**src/rtl/eth_latency_ping_scheduler.sv**
```systemverilog
// Latency ping sequencer: paces trigger pulses, owns the ping id and
// times each ping from tx_begin to a matching reply or a timeout.
module eth_latency_ping_scheduler (
  input  logic        clk,
  input  logic        rst,
  input  logic        enable,
  input  logic [31:0] period,
  input  logic [31:0] timeout,
  output logic        trigger,
  input  logic        tx_begin,
  input  logic        rx_valid,
  input  logic [15:0] rx_ping_id,
  output logic [15:0] ping_id,
  output logic [31:0] latency,
  output logic        latency_valid,
  output logic        lost,
  output logic [31:0] ping_count,
  output logic [31:0] pong_count,
  output logic [31:0] lost_count,
  output logic        busy
);

  typedef enum logic [2:0] {
    ST_IDLE,
    ST_TRIGGER,
    ST_WAIT_TX,
    ST_WAIT_RX,
    ST_WAIT_PERIOD
  } state_t;

  state_t      state;
  logic [31:0] lat_cnt;
  logic [31:0] period_cnt;
  logic [31:0] lat_inc;
  logic [31:0] period_inc;
  logic        period_done;
  logic        match;
  logic        expired;

  assign lat_inc = (lat_cnt == '1) ? lat_cnt : lat_cnt + 32'd1;
  assign period_inc = (period_cnt == '1) ? period_cnt
                                         : period_cnt + 32'd1;

  // 33-bit compare so period_cnt at saturation cannot wrap
  assign period_done = ({1'b0, period_cnt} + 33'd1) >= {1'b0, period};
  assign match = rx_valid && (rx_ping_id == ping_id);
  assign expired = lat_cnt >= timeout;

  always_ff @(posedge clk) begin
    if (rst) begin
      state         <= ST_IDLE;
      trigger       <= 1'b0;
      latency_valid <= 1'b0;
      lost          <= 1'b0;
      busy          <= 1'b0;
      ping_id       <= '0;
      latency       <= '0;
      ping_count    <= '0;
      pong_count    <= '0;
      lost_count    <= '0;
      lat_cnt       <= '0;
      period_cnt    <= '0;
    end else begin
      trigger       <= 1'b0;
      latency_valid <= 1'b0;
      lost          <= 1'b0;
      if (state != ST_IDLE && state != ST_TRIGGER) begin
        period_cnt <= period_inc;
      end
      unique case (state)
        ST_IDLE: begin
          if (enable) begin
            state   <= ST_TRIGGER;
            trigger <= 1'b1;
            busy    <= 1'b1;
          end
        end
        ST_TRIGGER: begin
          ping_count <= ping_count + 32'd1;
          period_cnt <= 32'd1;
          state      <= ST_WAIT_TX;
        end
        ST_WAIT_TX: begin
          if (tx_begin) begin
            lat_cnt <= 32'd1;
            state   <= ST_WAIT_RX;
          end
        end
        ST_WAIT_RX: begin
          lat_cnt <= lat_inc;
          // a reply landing on the timeout cycle still counts
          if (match) begin
            latency       <= lat_cnt;
            latency_valid <= 1'b1;
            pong_count    <= pong_count + 32'd1;
            ping_id       <= ping_id + 16'd1;
            state         <= ST_WAIT_PERIOD;
          end else if (expired) begin
            lost       <= 1'b1;
            lost_count <= lost_count + 32'd1;
            ping_id    <= ping_id + 16'd1;
            state      <= ST_WAIT_PERIOD;
          end
        end
        ST_WAIT_PERIOD: begin
          if (!enable) begin
            state <= ST_IDLE;
            busy  <= 1'b0;
          end else if (period_done) begin
            state   <= ST_TRIGGER;
            trigger <= 1'b1;
          end
        end
        default: begin
          state <= ST_IDLE;
          busy  <= 1'b0;
        end
      endcase
    end
  end

endmodule

```
**config.mk**
```make
export PLATFORM = sky130hd
export DESIGN_NAME = eth_latency_ping_scheduler
export DESIGN_NICKNAME = d
export VERILOG_FILES = /design/src/rtl/eth_latency_ping_scheduler.sv
export SDC_FILE = /design/constraint.sdc
export NUM_CORES = 1
export LEC_CHECK = 0
export CAP_MARGIN = 20
export CORE_ASPECT_RATIO = 1.75
export CORE_MARGIN = 2
export CORE_UTILIZATION = 35
export CTS_CLUSTER_DIAMETER = 200
export DETAILED_ROUTE_END_ITERATION = 16
export PLACE_DENSITY = 0.71
export SYNTH_ARGS = -nofsm -noshare
export SYNTH_HDL_FRONTEND = slang
export SYNTH_SLANG_ARGS = --single-unit
```
**constraint.sdc**
```tcl
create_clock -name clk -period 3.3 [get_ports clk]
set_input_delay 0.66 -clock clk [delete_from_list [all_inputs] [get_ports clk]]
set_output_delay 0.66 -clock clk [all_outputs]
set_load 0.01 [all_outputs]
```
Word-level counts from Yosys, hierarchy flattened
Index checks and enable logic that the tools add are counted.
{"block": "word_totals", "ff_bits": 215, "output_inout_bits": 148}
{"block": "classes", "n_addsub": 7, "magnitude_cmp": 2, "eq_ne": 15, "mux": 24, "bitwise": 4, "reduce_logical": 19}
{"operator": "adder 32 x 1 -> 32 bit (second input constant)", "count": 5}
{"operator": "== test 32 bit (second input constant)", "count": 2}
{"operator": "two-way mux 32 bit", "count": 2}
{"operator": "one-hot mux 32 bit (2 select lines)", "count": 1}
{"operator": "adder 32 x 1 -> 33 bit (second input constant)", "count": 1}
{"operator": ">= comparator 33 x 32 -> 1 bit", "count": 1}
{"operator": ">= comparator 32 bit", "count": 1}
{"operator": "two-way mux 16 bit", "count": 2}
{"operator": "two-way mux 3 bit", "count": 6}
{"operator": "adder 16 x 1 -> 16 bit (second input constant)", "count": 1}
{"operator": "== test 16 bit", "count": 1}
{"operator": "one-hot mux 3 bit (5 select lines)", "count": 1}
{"operator": "two-way mux 1 bit", "count": 10}
{"operator": "AND reduction 3 bit", "count": 3}
{"operator": "!= test 2 bit (second input constant)", "count": 4}
{"operator": "AND reduction 2 bit", "count": 4}
{"operator": "== test 3 x 2 -> 1 bit (second input constant)", "count": 2}
{"operator": "!= test 3 bit (second input constant)", "count": 2}
{"operator": "nonzero test 2 bit", "count": 3}
{"operator": "OR reduction 3 bit", "count": 2}
{"operator": "inverter 1 bit", "count": 4}
{"operator": "AND reduction 4 bit", "count": 1}
{"operator": "OR reduction 2 bit", "count": 2}
{"operator": "== test 3 x 1 -> 1 bit (second input constant)", "count": 1}
{"operator": "8 further kinds", "count": 9}

Logic depth before layout (Yosys ltp)
{"block": "logic_depth", "depth_word": 5, "ltp_mapped": 16}

Least setup slack after synthesis
Ideal clock, no wire load.
{"block": "synth_timing", "path_type": "reg2reg", "startpoint": "register period_cnt[2]", "endpoint": "register state[0]", "setup_time_ns": 0.096, "arrival_time_ns": 2.963, "setup_slack_ns": 0.241, "path_stages_with_launch": 15, "path_buffers": 2, "synth_period_minus_slack_ns": 3.059, "path_cell_list": "dfxtp_1 -> clkbuf_1 -> nand2_1 -> or3b_1 -> clkbuf_1 -> nor4_2 -> nand3_1 -> nor2_1 -> xor2_1 -> ha_1 -> nand3_1 -> nor3_1 -> o311ai_0 -> nand2_1 -> nor4b_1"}
{"block": "synth_between", "elab_chain_cells": 4}
{"item": "start: declaration", "line": "33", "rtl": "logic [31:0] period_cnt;"}
{"item": "start signal: assignment", "line": "68", "rtl": "period_cnt <= period_inc;"}
{"item": "adder 32 x 1 -> 33 bit", "line": "45", "rtl": "assign period_done = ({1'b0, period_cnt} + 33'd1) >= {1'b0, period};"}
{"item": ">= comparator 33 x 32 -> 1 bit", "line": "45"}
{"item": "!= test 3 bit (no line)"}
{"item": "AND reduction 4 bit (no line)"}
{"item": "end signal: assignment", "line": "51", "rtl": "state <= ST_IDLE;"}
{"item": "end signal: assignment", "line": "73", "rtl": "state <= ST_TRIGGER;"}
{"item": "end signal: assignment", "line": "81", "rtl": "state <= ST_WAIT_TX;"}
{"item": "end: declaration", "line": "31", "rtl": "state_t state;"}
No other way between the ends.
A chain may end at the register's enable or synchronous reset.

Worst setup path in the final report
{"block": "layout_timing", "startpoint": "input port timeout[31]", "endpoint": "register lost_count[20]"}
{"block": "layout_between", "elab_chain_cells": 2}
{"item": "start: declaration", "line": "8", "rtl": "input logic [31:0] timeout,"}
{"item": ">= comparator 32 bit", "line": "47", "rtl": "assign expired = lat_cnt >= timeout;"}
{"item": "AND reduction 3 bit (no line)"}
{"item": "end signal: assignment", "line": "100", "rtl": "lost_count <= lost_count + 32'd1;"}
{"item": "end: declaration", "line": "19", "rtl": "output logic [31:0] lost_count,"}
No other way between the ends.

==> results by group <==
Synth
  • Most area-consuming cells after synthesis: dfxtp_1 37%, ha_1 7.6%, a21oi_1 5.6%, xnor2_1 5.5%, xor2_1 5.3%
  • Post-synth top area share: 37.4%
  • Gate count of the mapped netlist: 1444
  • Post-synth EDFFs: 0
  • FFs w/ async S/R, synth: 0%
  • Cell accounting for the most synthesized area: dfxtp_1
  • Syn_nets: 1599
  • Cell Area, Synth: 11500 um^2
  • Primary FF master, synth: dfxtp_1
  • Netlist cell types: 55
  • YS warnings: 0
  • Syn avg cell area: 7.97 um^2
  • Seq/Total Area, Yosys: 37.4%
  • Flops & latches, synth: 215

Clock network
  • H-Tree Depth: 1
  • Worst-path clk slew: 0.06 ns
  • Later-pin clock latency in the skew report: 0.53 ns
  • CTS tree: done
  • CTS buffer count: 22
  • Clock Sinks: 215
  • Clock root buffer: clkbuf_16
  • Max clock buf depth: 3

Floorplan
  • Die Height: 244 um
  • Die footprint: 34400 um^2
  • Row count: 87
  • Die Wd: 141 um
  • Starting Density: 35.6%
  • Core area: 32300 um^2
  • Io pins: 233

Setup path
  • WP data required: 3.74 ns
  • Type of origin of the critical path: input port
  • Critical path fanouts, max: 6
  • Slowest-stage cell, CP: clkdlybuf4s50_1
  • Critical-path cell list: clkdlybuf4s50_1, inv_1, ha_1, and4_1, nand4_1, or4_4, a21oi_4, o2111ai_2, buf_6, clkbuf_2, or4_1, a21oi_1
  • Worst Setup End Kind: register
  • Buf+Inv Stages, Crit Path: 4
  • Crit-path max cell delay: 0.51 ns
  • CP top delay family: simple AND/OR/NAND/NOR gates
  • Setup CP Type: input port to register
  • CP Data Arrival Time: 3.61 ns

Pwr
  • LEAKAGE: 5.89 nW
  • Peak supply drop: 311 uV
  • Pwr Density: 354 nW/um^2
  • Tot Pwr: 5.59 mW

STA
  • RSZ-0062 raised after global routing: true
  • Worst-margin pin slew: 0.790 ns
  • Slew Limit Headroom: 47.0%
  • Fin crit share: 96.0%
  • Endpoints failing hold: 0
  • Final setup viols: 0
  • Crit path time final: 3.17 ns
  • Worst setup margin: 0.132 ns
  • Total Neg Setup Slack: 0 ns
  • Hold slack: 0.448 ns
  • Fmax: 0.316 GHz
  • Worst Skew: 0.0175 ns
  • Max Slew Vio Count: 0

Detailed routing
  • Drt first pass iters: 5
  • Vias: 11300
  • Antenna-violating nets left: 0
  • Drt total wl: 33800 um
  • Drt wl/cell: 15.7 um
  • DRC viols: 0
  • Post-DR vias/cell: 5.25
  • DR iter-0 viols: 433

Final layout
  • Commonest non-fill, non-tap cells in the layout: 231 x clkdlybuf4s50_1, 212 x dfxtp_1, 156 x nand2_1
  • Final net count: 1889
  • Final core occ: 48.8%
  • Commonest non-fill, non-tap cell in the layout: clkdlybuf4s50_1
  • Post-route cell area: 15800 um^2
  • Area delta synth->final: 37.2%
  • Share of post-route cells with drive strength above 1: 9.95%
  • Finished Layout Cells: 2152

Global route
  • Total track usage: 18.9%
  • Vias in the first global route: 11000
  • Largest net degree at the start of global routing: 95
  • Global-route wire length before repair: 53700 um
  • Antenna violations before repair: 4
  • GRT overflow: 0

Run status
  • Status: completed

Place
  • Placed Area: 14800 um^2
  • Placed insts: 2100
  • Pre-CTS setup slack: -0.529 ns
  • DP Wirelength: 25500 um
  • IO Port Bufs: 232
  • Placer Congestion: 0.857

Min path
  • Hold Crit Class: register to register

Job
  • Max-cap violations: 0
cells by family (layout without fill, tap and decap cells):
group                      after synthesis  count (layout)  synth area share [%]
DFF                                    215             215                  37.4
adders and majority gates               71              71                  7.70
buffers and inverters                  154             458                  5.10
xor gates and xnor gates               142             142                  10.8
other                                    0               4                     0
AOI/OAI and AO/OA                      252             252                  12.4
muxes                                    5               5                 0.446
and+or+nand+nor                        605             605                  26.1
flip-flops by register name, summed over array words and instances, names as in the netlist, 3 cells and up:
signal and cells:
lost_count 32, state 3, ping_count 32, latency 32, ping_id 16, pong_count 32
lat_cnt 32, period_cnt 32
cell usage after synthesis, types with 9 or more instances:
cell,count
and3_1,23
nand3_1,70
dfxtp_1,215
nand2_1,158
and4_1,12
nand4_1,51
o31ai_1,17
a21oi_1,128
nor3_1,31
xnor2_1,72
o21ai_0,65
or3_1,54
xor2_1,70
and2_1,9
nor4_1,11
ha_1,70
inv_1,95
clkbuf_1,50
or4_1,19
nor2_1,143
per-layer routing:
metal,global-route usage (%),routed length (um),up-vias
met5,0,0,-
met1,20.2,12600,5329
met4,9.12,1640,0
met2,36.1,18200,287
met3,2.14,1370,91
li1,-,-,5598
worst min-delay path: stages (launching register included):
cell	delay (ns)
dfxtp_1	0.31
nand2_1	0.05
a21oi_1	0.05
report_power, final:
part / leakage (nW) / internal (mW) / switching, mW
registers: 1.73 / 2.61 / 0.0177
clock network: 0.353 / 1.50 / 1.09
logic: 3.80 / 0.186 / 0.191
final cells by class:
class,count,area (um^2)
Timing Repair Buffer,325,3090
Inverter,95,357
Tap cell,400,500
Clock inverter,5,88.8
Antenna cell,4,10.0
Sequential cell,215,4310
Multi-Input combinational cell,1075,6790
Clock buffer,33,642
Fill cell,3040,16500
repair_timing:
| item | 4_1_cts | 5_1_grt |
|---|---|---|
| gates resized for setup | 7 | 40 |
| setup buffers | 0 | 9 |
| endpoints found under the setup margin | 3 | 20 |
| pin swaps | 1 | 26 |
| hold buffers | 0 | 0 |
| cloned | 0 | 1 |
final timing paths:
path | startpoint | endpoint | slack (ns) | cells past startpoint
worst max-delay path | timeout[31] | lost_count[20] | 0.13 | 12
worst min-delay path | latency[23] | latency[23] | 0.45 | 2
worst max register to register | period_cnt[1] | state[0] | 0.15 | 15
worst min register to register | latency[23] | latency[23] | 0.45 | 2
Power figures use the tool's default switching activity.
